==> src/rtl/regfile_writer_if.sv <==
// Write-request handshake between a producer and the register-file writer.
interface regfile_writer_if #(
  parameter int unsigned DATA_WIDTH = 8,
  parameter int unsigned ADDR_WIDTH = 3
);
  logic                  req_valid;
  logic [ADDR_WIDTH-1:0] req_addr;
  logic [DATA_WIDTH-1:0] req_data;
  logic                  req_ready;

  modport master (output req_valid, req_addr, req_data, input req_ready);
  modport slave  (input req_valid, req_addr, req_data, output req_ready);
endinterface

==> src/rtl/regfile_writer.sv <==
// Register-file writer: sweeps default values into every register after reset or on request,
// then drains a small FIFO of queued write requests one per cycle.
module regfile_writer #(
  parameter int unsigned DATA_WIDTH = 8,
  parameter int unsigned ADDR_WIDTH = 3,
  parameter int unsigned FIFO_DEPTH = 4
) (
  input  logic                         clk,
  input  logic                         rst_n,
  regfile_writer_if.slave              req,
  input  logic                         init_start,
  output logic                         wr_en,
  output logic [ADDR_WIDTH-1:0]        w_addr,
  output logic [DATA_WIDTH-1:0]        w_data,
  output logic                         init_done,
  output logic [$clog2(FIFO_DEPTH):0]  fifo_level
);

  localparam int unsigned PtrW = $clog2(FIFO_DEPTH);
  localparam int unsigned LvlW = PtrW + 1;
  localparam int unsigned EntW = ADDR_WIDTH + DATA_WIDTH;

  typedef enum logic [0:0] {StInit, StRun} state_e;

  state_e                state_q, state_d;
  logic [ADDR_WIDTH-1:0] cnt_q, cnt_d;
  logic [PtrW-1:0]       wptr_q, wptr_d;
  logic [PtrW-1:0]       rptr_q, rptr_d;
  logic [LvlW-1:0]       level_q, level_d;
  logic                  wr_en_q, wr_en_d;
  logic [ADDR_WIDTH-1:0] w_addr_q, w_addr_d;
  logic [DATA_WIDTH-1:0] w_data_q, w_data_d;
  logic                  init_done_q, init_done_d;
  logic [EntW-1:0]       mem [FIFO_DEPTH];

  logic            push;
  logic            pop;
  logic [EntW-1:0] head;

  assign req.req_ready = rst_n && (level_q != LvlW'(FIFO_DEPTH));
  assign push          = req.req_valid && req.req_ready;
  // The init_start edge itself does not pop: queued entries wait for the sweep to finish.
  assign pop           = (state_q == StRun) && !init_start && (level_q != '0);
  assign head          = mem[rptr_q];

  always_comb begin
    state_d     = state_q;
    cnt_d       = cnt_q;
    wr_en_d     = 1'b0;
    w_addr_d    = w_addr_q;
    w_data_d    = w_data_q;
    init_done_d = init_done_q;

    unique case (state_q)
      StInit: begin
        wr_en_d     = 1'b1;
        w_addr_d    = cnt_q;
        w_data_d    = (32'(cnt_q) == 32'd6) ? '1 : '0;
        cnt_d       = cnt_q + 1'b1;
        init_done_d = 1'b0;
        if (cnt_q == '1) begin
          state_d = StRun;
        end
      end
      StRun: begin
        init_done_d = 1'b1;
        if (init_start) begin
          state_d     = StInit;
          cnt_d       = '0;
          init_done_d = 1'b0;
        end else if (pop) begin
          wr_en_d  = 1'b1;
          w_addr_d = head[EntW-1:DATA_WIDTH];
          w_data_d = head[DATA_WIDTH-1:0];
        end
      end
      default: state_d = StInit;
    endcase

    wptr_d  = push ? wptr_q + 1'b1 : wptr_q;
    rptr_d  = pop ? rptr_q + 1'b1 : rptr_q;
    level_d = level_q + LvlW'(push) - LvlW'(pop);
  end

  always_ff @(posedge clk) begin
    if (!rst_n) begin
      state_q     <= StInit;
      cnt_q       <= '0;
      wptr_q      <= '0;
      rptr_q      <= '0;
      level_q     <= '0;
      wr_en_q     <= 1'b0;
      w_addr_q    <= '0;
      w_data_q    <= '0;
      init_done_q <= 1'b0;
    end else begin
      state_q     <= state_d;
      cnt_q       <= cnt_d;
      wptr_q      <= wptr_d;
      rptr_q      <= rptr_d;
      level_q     <= level_d;
      wr_en_q     <= wr_en_d;
      w_addr_q    <= w_addr_d;
      w_data_q    <= w_data_d;
      init_done_q <= init_done_d;
    end
  end

  // Storage needs no reset; push is gated by req_ready, which is low during reset.
  always_ff @(posedge clk) begin
    if (push) begin
      mem[wptr_q] <= {req.req_addr, req.req_data};
    end
  end

  assign wr_en      = wr_en_q;
  assign w_addr     = w_addr_q;
  assign w_data     = w_data_q;
  assign init_done  = init_done_q;
  assign fifo_level = level_q;

endmodule

==> src/flat_wrapper.sv <==
// flat-port wrapper written by rule: the top's interface ports become plain ports
module regfile_writer_flat 
#(
  parameter int unsigned DATA_WIDTH = 8,
  parameter int unsigned ADDR_WIDTH = 3,
  parameter int unsigned FIFO_DEPTH = 4
)
  (clk, rst_n, init_start, wr_en, w_addr, w_data, init_done, fifo_level, req_req_valid, req_req_addr, req_req_data, req_req_ready);
  regfile_writer_if #(.DATA_WIDTH(DATA_WIDTH), .ADDR_WIDTH(ADDR_WIDTH)) req_i ();
  input  logic clk;
  input  logic rst_n;
  input  logic init_start;
  output logic wr_en;
  output logic [ADDR_WIDTH-1:0] w_addr;
  output logic [DATA_WIDTH-1:0] w_data;
  output logic init_done;
  output logic [$clog2(FIFO_DEPTH):0] fifo_level;
  input wire logic [$bits(req_i.req_valid)-1:0] req_req_valid;
  input wire logic [$bits(req_i.req_addr)-1:0] req_req_addr;
  input wire logic [$bits(req_i.req_data)-1:0] req_req_data;
  output wire logic [$bits(req_i.req_ready)-1:0] req_req_ready;
  assign req_i.req_valid = req_req_valid;
  assign req_i.req_addr = req_req_addr;
  assign req_i.req_data = req_req_data;
  assign req_req_ready = req_i.req_ready;
  regfile_writer #(.DATA_WIDTH(DATA_WIDTH), .ADDR_WIDTH(ADDR_WIDTH), .FIFO_DEPTH(FIFO_DEPTH)) u_core (.clk(clk), .rst_n(rst_n), .req(req_i), .init_start(init_start), .wr_en(wr_en), .w_addr(w_addr), .w_data(w_data), .init_done(init_done), .fifo_level(fifo_level));
endmodule
==> config.mk <==
export PLATFORM = sky130hd
export DESIGN_NAME = regfile_writer_flat
export DESIGN_NICKNAME = d
export VERILOG_FILES = /design/src/rtl/regfile_writer_if.sv /design/src/rtl/regfile_writer.sv /design/src/flat_wrapper.sv
export SDC_FILE = /design/constraint.sdc
export NUM_CORES = 1
export LEC_CHECK = 0
export ABC_AREA = 1
export BUFFER_PORTS_ARGS = -buffer_cell sky130_fd_sc_hd__buf_2
export CAP_MARGIN = 20
export CORE_ASPECT_RATIO = 1.75
export CORE_MARGIN = 3
export CORE_UTILIZATION = 52
export DETAILED_ROUTE_END_ITERATION = 10
export PLACE_DENSITY = 0.79
export SLEW_MARGIN = 0
export SYNTH_ARGS = -nofsm -noshare
export SYNTH_HDL_FRONTEND = slang
export SYNTH_SLANG_ARGS = --single-unit
==> constraint.sdc <==
create_clock -name clk -period 1.96 [get_ports clk]
set_input_delay 0.294 -clock clk [delete_from_list [all_inputs] [get_ports clk]]
set_output_delay 0.294 -clock clk [all_outputs]
set_load 0.01 [all_outputs]
==> summary.md, run 1 <==
| Metric | Value |
|---|---|
| Result of the run | finished clean |
| Static leakage | 1.53 nW |
| Ranking of synthesized cells by area | sky130_fd_sc_hd__edfxtp_1 46%, sky130_fd_sc_hd__dfxtp_1 18%, sky130_fd_sc_hd__nand2_1 15% |
| DR DRC count | 0 |
| Half-perimeter wire length after placement | 3750 µm |
| Via density per instance | 4.99 |
| Final wirelength | 5620 µm |
| Die X-Extent | 62.5 µm |
| Clock tree from TritonCTS | built |
| P&R area growth vs syn | 18.2% |
| Sequential cell area fraction in the yosys report | 63.5% |
| Setup repair after global routing missed its margin | no |
| # nets final | 369 |
| DIE AREA | 0.00654 mm² |
| Area of the core region | 0.00534 mm² |
| Number of search-and-repair iterations in the first detailed-routing pass | 4 |
| Total power density per cell area | ~900 mW/mm² |
| Kind of end point of the critical path | register |
| Clock slew at the register clock pins of the worst setup and hold paths | 70 ps |
| Count of state elements after synthesis | 70 |
| Net switching share of the total power | approximately a fifth |
| Overflow after GRT | 0 |
| Resize count post-CTS | 0 |
| Number of antenna cells inserted | 0 |
| Area of the multi-input gates | just over 900 µm² |
| VDD IR max | 0.000647 V |
| Critical R2R Launch | u_core.fifo_level[1] |
| Buffers added on ports | 31 |
| Flop pwr share | a little over half |
| Number of failing hold endpoints at the final stage | 0 |
| Number of antenna violations at the first check in global routing | 0 |
| Antenna Nets Post-Route | 0 |
| All-layer global routing usage | 18.4% |
| Worst R2R End | u_core.fifo_level[2] |
| Clock latency at the later pin of the worst-skew pair | 340 ps |
| Row count | 35 |
| Post-Synthesis Cells | 300 |
| Reg-to-reg slack, setup | 100 ps |
| # Max-Cap Violations | 0 |
| Cells on worst reg2reg path | 10 |
| Post-layout util | 64.2% |
| Accumulated negative setup slack | 0 ps |
| Fraction of post-synthesis cell area in the top cell type by area | 45.6% |
| Number of cells in the design after placement | around 400 |
| Inserted Clock Buffers | 9 |
| 1st-iter DRT viols | 138 |
| Clock network fraction of total power | about two fifths |
| Fraction of final layout cells sized beyond drive strength 1 | 19.1% |
| Final Skew | 10.3 ps |
| Count of distinct cell types in the synthesized netlist | 22 |
| Maximum number of pins on one net before global-route repair | 23 |
| CP Launch Point | u_core.fifo_level[1] |
| Vias | 2114 |
| Final setup violation count | 0 |
| Arrival time at the worst endpoint | ~2100 ps |
| Actual transition at the worst max-transition pin | between 300 and 400 ps |
| Worst hold slack | around 170 ps |
| Critical path startpoint category | register |
| Worst path required time | 2240 ps |
| Synthesized cell area | about 0.0029 mm² |
| Die height | roughly 100 µm |
| Worst relative slew slack | 74.5% |
| Sinks on the clock net | 70 |
| Fmax | 539 MHz |
| Yosys warnings | 0 |
| Final weighted congestion in routability-driven placement | between 0.8 and 0.9 |
| Clock Path Buffers | 2 |
| Class of the worst hold path | in2reg |
| Cell-internal power | 2.40 mW |
| Total setup buffers inserted after CTS | 0 |
| Post-Syn Nets | about 320 |
| Maximum level of the CTS H-tree | 3 |
| Total I/O pin count | 32 |
| Worst setup path end | u_core.fifo_level[2] |
| Total of fill cells in the finished design | 455 |
| Sequential cell area | 0.00184 mm² |
| Initial core utilization | 54.3% |
| Relative contribution of combinational cells to total power | 6.1% |
| Largest area contributor in the synthesized netlist | sky130_fd_sc_hd__edfxtp_1 |
| Final Slew Violations | 0 |
| Maximum net fanout on the critical path | 2 |
| Number of global-route vias before repair | 1976 |
| Detailed-route wire length per cell | 13.3 µm |
| First-pass GRT wire length | between 8000 and 9000 µm |
| Pwr Total | 3.04 mW |
| Category of the critical setup timing path | reg2reg |
| CTS Root Cell | sky130_fd_sc_hd__clkbuf_8 |
| Average instance area after synthesis | 9.67 µm² |
| Switching power | approximately 0.63 mW |
| Final worst path period share | 94.7% |
| Number of hold-repair buffers added at the cts stage | 0 |
| Number of cells in the finished layout apart from fillers | about 420 |
| Final critical-path required period | 1860 ps |
## per-layer routing
layer | track usage, % | vias to the layer above | wire length [µm]
met4 | 12.5 | 0 | 244
met2 | 32.5 | 62 | 3010
met1 | 18.5 | 981 | 2130
li1 | - | 1054 | -
met5 | 0 | - | 0
met3 | 4.52 | 17 | 234
## metrics by stage
step	setup WS, ps	instance area, µm²
2_1_floorplan	44.0	2900
4_1_cts	2.49	3420
5_1_grt	0.699	3430
3_3_place_gp	73.2	3200
6_report	104	3430
3_5_place_dp	-12.3	3200
## cell type report
class                           instances  share of cell area, %
Clock inverter                          1                  0.146
Tap cell                               74                   2.70
Multi-Input combinational cell        191                   26.4
Timing Repair Buffer                   45                   7.59
Inverter                               28                   3.06
Sequential cell                        70                   53.7
Clock buffer                           15                   6.38
## placed cells by master, fill, tap and decap left out
cell,Yosys,layout
sky130_fd_sc_hd__a21oi_1,15,15
sky130_fd_sc_hd__a32o_1,1,1
sky130_fd_sc_hd__buf_2,6,31
sky130_fd_sc_hd__buf_4,1,14
sky130_fd_sc_hd__clkbuf_1,4,1
sky130_fd_sc_hd__clkbuf_16,0,2
sky130_fd_sc_hd__clkbuf_8,0,12
sky130_fd_sc_hd__clkinv_1,1,1
sky130_fd_sc_hd__clkinv_2,0,1
sky130_fd_sc_hd__dfxtp_1,26,26
sky130_fd_sc_hd__edfxtp_1,44,44
sky130_fd_sc_hd__fa_1,1,1
sky130_fd_sc_hd__ha_1,8,8
sky130_fd_sc_hd__inv_1,25,25
sky130_fd_sc_hd__inv_2,2,2
sky130_fd_sc_hd__nand2_1,117,116
sky130_fd_sc_hd__nand2_2,1,2
sky130_fd_sc_hd__nand3_1,5,5
sky130_fd_sc_hd__nand3b_1,8,8
sky130_fd_sc_hd__nor2_1,20,19
sky130_fd_sc_hd__nor2_2,0,1
sky130_fd_sc_hd__nor2_4,1,1
sky130_fd_sc_hd__o21ai_0,11,10
sky130_fd_sc_hd__o21ai_1,0,1
sky130_fd_sc_hd__o32ai_1,1,1
sky130_fd_sc_hd__or2_2,1,1
sky130_fd_sc_hd__xor2_1,1,1
## cells in the mapped netlist
cell type,number
sky130_fd_sc_hd__a32o_1,1
sky130_fd_sc_hd__o21ai_0,11
sky130_fd_sc_hd__nand2_1,117
sky130_fd_sc_hd__nand3b_1,8
sky130_fd_sc_hd__nor2_1,20
sky130_fd_sc_hd__inv_1,25
sky130_fd_sc_hd__buf_4,1
sky130_fd_sc_hd__a21oi_1,15
sky130_fd_sc_hd__clkinv_1,1
sky130_fd_sc_hd__fa_1,1
sky130_fd_sc_hd__nand3_1,5
sky130_fd_sc_hd__inv_2,2
sky130_fd_sc_hd__buf_2,6
sky130_fd_sc_hd__nor2_4,1
sky130_fd_sc_hd__or2_2,1
sky130_fd_sc_hd__ha_1,8
sky130_fd_sc_hd__dfxtp_1,26
sky130_fd_sc_hd__o32ai_1,1
sky130_fd_sc_hd__xor2_1,1
sky130_fd_sc_hd__nand2_2,1
sky130_fd_sc_hd__edfxtp_1,44
sky130_fd_sc_hd__clkbuf_1,4
## power by group through the flow
stage	Clock (mW)	Sequential [mW]	Combinational (mW)
after global routing	1.30	1.64	0.211
after detailed placement	0	1.67	0.184
final	1.22	1.64	0.186
after floorplan	0	1.67	0.101
after global placement	0	1.66	0.177
after CTS	1.24	1.63	0.187
## flip-flops by register name, summed over array words and instances, names as in the netlist, named ones only
register,cells
u_core.mem,44
u_core.wr_en,1
u_core.w_addr,3
u_core.wptr_q,2
u_core.init_done,1
u_core.fifo_level,3
u_core.w_data,8
u_core.cnt_q,3
u_core.state_q,1
u_core.rptr_q,2
## critical path, cell delays in order, from the launching register on
cell and delay [ps]:
sky130_fd_sc_hd__dfxtp_1 330, sky130_fd_sc_hd__nor2_2 130, sky130_fd_sc_hd__nand2_1 70, sky130_fd_sc_hd__nand2_2 60, sky130_fd_sc_hd__inv_1 60, sky130_fd_sc_hd__nand2_2 70
sky130_fd_sc_hd__o21ai_1 70, sky130_fd_sc_hd__ha_1 190, sky130_fd_sc_hd__fa_1 380, sky130_fd_sc_hd__or2_2 300, sky130_fd_sc_hd__a21oi_1 120
## kinds of logic after synthesis
family	Yosys count	share of synthesized area (%)
buffers and inverters	39	5.44
adder cells (fa/ha/maj)	9	4.14
AO/OA/AOI/OAI	28	5.13
flip-flops	70	63.5
XOR/XNOR	1	0.302
AND/OR/NAND/NOR	153	21.5
## how the worst min path moves through the flow
| stage | startpoint | to | cells past startpoint |
|---|---|---|---|
| floorplan | req_req_data[0] | u_core.mem[0][0] | 0 |
| global placement | u_core.rptr_q[1] | u_core.rptr_q[1] | 2 |
| detailed placement | u_core.rptr_q[1] | u_core.rptr_q[1] | 2 |
| CTS | req_req_data[0] | u_core.mem[0][0] | 1 |
| global route | req_req_data[1] | u_core.mem[1][1] | 1 |
| finish | req_req_data[4] | u_core.mem[0][4] | 1 |
(Power assumes the default switching activity.)
==> inputs of run 2 (changes only) <==
--- a/config.mk
+++ b/config.mk
@@ -5,7 +5,6 @@
 export SDC_FILE = /design/constraint.sdc
 export NUM_CORES = 1
 export LEC_CHECK = 0
-export ABC_AREA = 1
 export BUFFER_PORTS_ARGS = -buffer_cell sky130_fd_sc_hd__buf_2
 export CAP_MARGIN = 20
 export CORE_ASPECT_RATIO = 1.75
==> run 2 against run 1 <==
Net effect: non-clock buffer count did not move; clock power barely moved; core utilization rose by 0.16 points; sequential power barely moved; critical path type unchanged.
==> summary.md, run 2 <==
| Metric | Value |
|---|---|
| Critical-path top delay cell | sky130_fd_sc_hd__fa_2 (was sky130_fd_sc_hd__fa_1) |
| CTS Root Cell | sky130_fd_sc_hd__clkbuf_8 (unchanged) |
| Worst relative slew slack | 58.9% (was 74.5%) |
| Total power density per cell area | 911 mW/mm² (was 885 mW/mm²) |
| Accumulated negative setup slack | 0 ps (unchanged) |
| Dominant cell by count in the synthesized netlist | sky130_fd_sc_hd__edfxtp_1 (was sky130_fd_sc_hd__nand2_1) |
| Category of the critical setup timing path | reg2reg (unchanged) |
| Final wirelength | 4980 µm (was 5620 µm) |
| # nets final | 271 (was 369) |
| Row count | 35 (unchanged) |
| Design area | 0.00344 mm² (was 0.00343 mm²) |
| Die X-Extent | 62.7 µm (was 62.5 µm) |
| Static leakage | 1.26 nW (was 1.53 nW) |
| Kind of end point of the critical path | register (unchanged) |
| Hold EP | u_core.mem[1][0] (was u_core.mem[0][4]) |
| Number of antenna violations at the first check in global routing | 0 (unchanged) |
| Most common library cell in the layout ignoring fill and taps | sky130_fd_sc_hd__edfxtp_1 (was sky130_fd_sc_hd__nand2_1) |
| Half-perimeter wire length after placement | 3570 µm (was 3750 µm) |
| # Max-Cap Violations | 0 (unchanged) |
| Sequential cell area fraction in the yosys report | 63.0% (was 63.5%) |
| Average instance area after synthesis | 14.6 µm² (was 9.67 µm²) |
| Yosys warnings | 0 (unchanged) |
| Worst path max stage delay | 360 ps (was 380 ps) |
| Area of the multi-input gates | 986 µm² (was 906 µm²) |
| Final weighted congestion in routability-driven placement | 0.796 (was 0.819) |
| Clock Path Buffers | 2 (unchanged) |
| Total I/O pin count | 32 (unchanged) |
| Final worst path period share | 92.7% (was 94.7%) |
| Cells on worst reg2reg path | 8 (was 10) |
| Worst path top cell family by delay | simple AND/OR/NAND/NOR gates (unchanged) |
| First-pass GRT wire length | 8180 µm (was 8980 µm) |
| Critical R2R Launch | u_core.fifo_level[0] (was u_core.fifo_level[1]) |
| Placed Instance Area | 0.00321 mm² (was 0.00320 mm²) |
| Largest area contributor in the synthesized netlist | sky130_fd_sc_hd__edfxtp_1 (unchanged) |
| Via density per instance | 5.33 (was 4.99) |
| 1st-iter DRT viols | 105 (was 138) |
| Arrival time at the worst endpoint | 2060 ps (was 2130 ps) |
| Die height | 105 µm (about the same) |
| Number of hold-repair buffers added at the cts stage | 0 (unchanged) |
| Worst hold start | req_req_data[0] (was req_req_data[4]) |
| Maximum level of the CTS H-tree | 3 (unchanged) |
| Fraction of registers with async set/reset | 0% (unchanged) |
| Post-Synthesis Cells | 200 (was 300) |
| Cell count of the worst hold path | 1 (unchanged) |
| Reg-to-reg slack, setup | 140 ps (was 100 ps) |
| Worst R2R End | u_core.fifo_level[2] (unchanged) |
| Final critical-path required period | 1820 ps (was 1860 ps) |
| Class of the worst hold path | in2reg (unchanged) |
| Leading cell types in the layout, fill and taps excluded | 44 x sky130_fd_sc_hd__edfxtp_1, 31 x sky130_fd_sc_hd__buf_2, 24 x sky130_fd_sc_hd__dfxtp_1 (was 116 x sky130_fd_sc_hd__nand2_1, 44 x sky130_fd_sc_hd__edfxtp_1, 31 x sky130_fd_sc_hd__buf_2) |
| CP bufs+invs | 0 (was 1) |
| Final Slew Violations | 0 (unchanged) |
| DR DRC count | 0 (unchanged) |
| Largest register FFs | 44 (unchanged) |
| Fraction of final layout cells sized beyond drive strength 1 | 30.6% (was 19.1%) |
| Antenna Nets Post-Route | 0 (unchanged) |
| Number of search-and-repair iterations in the first detailed-routing pass | 4 (unchanged) |
| Count of state elements after synthesis | 70 (unchanged) |
| Number of antenna cells inserted | 0 (unchanged) |
| Vias | 1737 (was 2114) |
| Register containing the most flip-flops in the final layout | u_core.mem (unchanged) |
| Inserted Clock Buffers | 9 (unchanged) |
| Sequential cell area | 0.00184 mm² (about the same) |
| Fmax | 550 MHz (was 539 MHz) |
| Final setup violation count | 0 (unchanged) |
| Number of global-route vias before repair | 1729 (was 1976) |
| Commonest register cell after synthesis | sky130_fd_sc_hd__edfxtp_1 (unchanged) |
| Actual transition at the worst max-transition pin | 612 ps (was 383 ps) |
| Resize count post-CTS | 0 (unchanged) |
| Setup repair after global routing missed its margin | no (unchanged) |
| Count of distinct cell types in the synthesized netlist | 35 (was 22) |
| Sinks on the clock net | 70 (unchanged) |
| P&R area growth vs syn | 17.6% (was 18.2%) |
| Maximum net fanout on the critical path | 6 (was 2) |
| Synthesized cell area | 0.00292 mm² (was 0.00290 mm²) |
| Critical path startpoint category | register (unchanged) |
| Clock tree from TritonCTS | built (unchanged) |
| Post-Syn Nets | 224 (was 324) |
| Clock slew at the register clock pins of the worst setup and hold paths | 70 ps (about the same) |
| Number of enable-type register cells in the synthesized netlist | 44 (unchanged) |
| Result of the run | finished clean (unchanged) |
| Overflow after GRT | 0 (unchanged) |
| Buffers added on ports | 31 (unchanged) |
| Clock latency at the later pin of the worst-skew pair | 350 ps (was 340 ps) |
| Area of the core region | 0.00534 mm² (unchanged) |
| Commonest cells in the netlist | 44 x sky130_fd_sc_hd__edfxtp_1, 26 x sky130_fd_sc_hd__dfxtp_1, 19 x sky130_fd_sc_hd__mux2i_1 (was 117 x sky130_fd_sc_hd__nand2_1, 44 x sky130_fd_sc_hd__edfxtp_1, 26 x sky130_fd_sc_hd__dfxtp_1) |
| Total setup buffers inserted after CTS | 0 (unchanged) |
| Worst path required time | 2200 ps (was 2240 ps) |
| VDD IR max | 0.000627 V (was 0.000647 V) |
| All-layer global routing usage | 17.0% (was 18.4%) |
| Sequence of cells on the critical path | nor3_4 -> or3_4 -> nand2_1 -> ha_1 -> fa_2 -> xnor2_2 -> xnor2_1 -> and2_1 (was nor2_2 -> nand2_1 -> nand2_2 -> inv_1 -> nand2_2 -> o21ai_1 -> ha_1 -> fa_1 -> or2_2 -> a21oi_1) |
| DIE AREA | 0.00659 mm² (was 0.00654 mm²) |
| Number of failing hold endpoints at the final stage | 0 (unchanged) |
| Ranking of synthesized cells by area | sky130_fd_sc_hd__edfxtp_1 45%, sky130_fd_sc_hd__dfxtp_1 18%, sky130_fd_sc_hd__mux2i_1 6.5% (was sky130_fd_sc_hd__edfxtp_1 46%, sky130_fd_sc_hd__dfxtp_1 18%, sky130_fd_sc_hd__nand2_1 15%) |
| Detailed-route wire length per cell | 15.3 µm (was 13.3 µm) |
| Initial core utilization | 54.7% (was 54.3%) |
| Maximum number of pins on one net before global-route repair | 20 (was 23) |
| Fraction of post-synthesis cell area in the top cell type by area | 45.2% (was 45.6%) |
| Final Skew | 6.50 ps (was 10.3 ps) |
| Total of fill cells in the finished design | 426 (was 455) |
## run 2: cell count changes in the layout (fill, tap and decap cells not counted), sizes merged, moves of 5 or more
cell    delta
nand2    -111
mux2i     +19
a211oi    +18
inv       -16
nor2      -13
a21oi      -8
o21ai      -8
o221a      +8
and2       +7
nand3b     -7
clkbuf     -5
## run 2: cell families after synthesis
logic type | after synthesis | share of synthesized area [%]
fa+ha+maj | 9 | 4.11
xor+xnor | 2 | 0.599
compound gates | 39 | 12.2
flops | 70 | 63.0
simple gates | 38 | 7.06
buf+inv | 20 | 3.77
mux | 22 | 9.20
## run 2: worst max path at each step
stage | startpoint | endpoint | slack, ps | cells after the start
5_1_grt | u_core.fifo_level[0] | u_core.fifo_level[2] | 20 | 8
2_1_floorplan | u_core.fifo_level[0] | u_core.fifo_level[2] | 20 | 8
4_1_cts | u_core.fifo_level[0] | u_core.fifo_level[2] | 60 | 8
6_report | u_core.fifo_level[0] | u_core.fifo_level[2] | 140 | 8
3_5_place_dp | init_start | u_core.fifo_level[2] | 30 | 7
3_3_place_gp | init_start | u_core.fifo_level[2] | 70 | 7
## run 2: layout make-up
class / count / area share [%]
sequential: 70 / 53.6
multi-input combinational: 110 / 28.7
timing repair buffer: 45 / 7.57
clock buffer: 10 / 3.71
tap: 74 / 2.69
clock inverter: 6 / 2.51
inverter: 11 / 1.20
## run 2: layer usage
metal  share of wire, %  GRT usage (%)  vias up  routed length [µm]
met5                  0              0        -                   0
met4                2.2           8.53        0                 109
met3                4.6           7.10        9                 231
met2                 54           29.1       33                2700
met1                 39           17.5      841                1940
li1                   -              -      854                   -
## run 2: per-stage QoR
step | instances | hold slack (ps) | setup WS [ps] | utilization, % | total power, mW
after CTS | 326 | 139 | 56.6 | 64.0 | 3.17
after detailed placement | 310 | 444 | 28.6 | 60.0 | 1.93
after global routing | 326 | 134 | 23.7 | 64.4 | 3.28
after floorplan | 200 | 393 | 16.5 | - | 1.84
final | 326 | 163 | 143 | 64.4 | 3.13
after global placement | 310 | 439 | 68.5 | 60.0 | 1.93
## run 2: power breakdown
| part | total [mW] | switching, mW | internal (mW) |
|---|---|---|---|
| logic | 0.243 | 0.145 | 0.0986 |
| clock network | 1.23 | 0.519 | 0.711 |
| registers | 1.66 | 0.0305 | 1.63 |
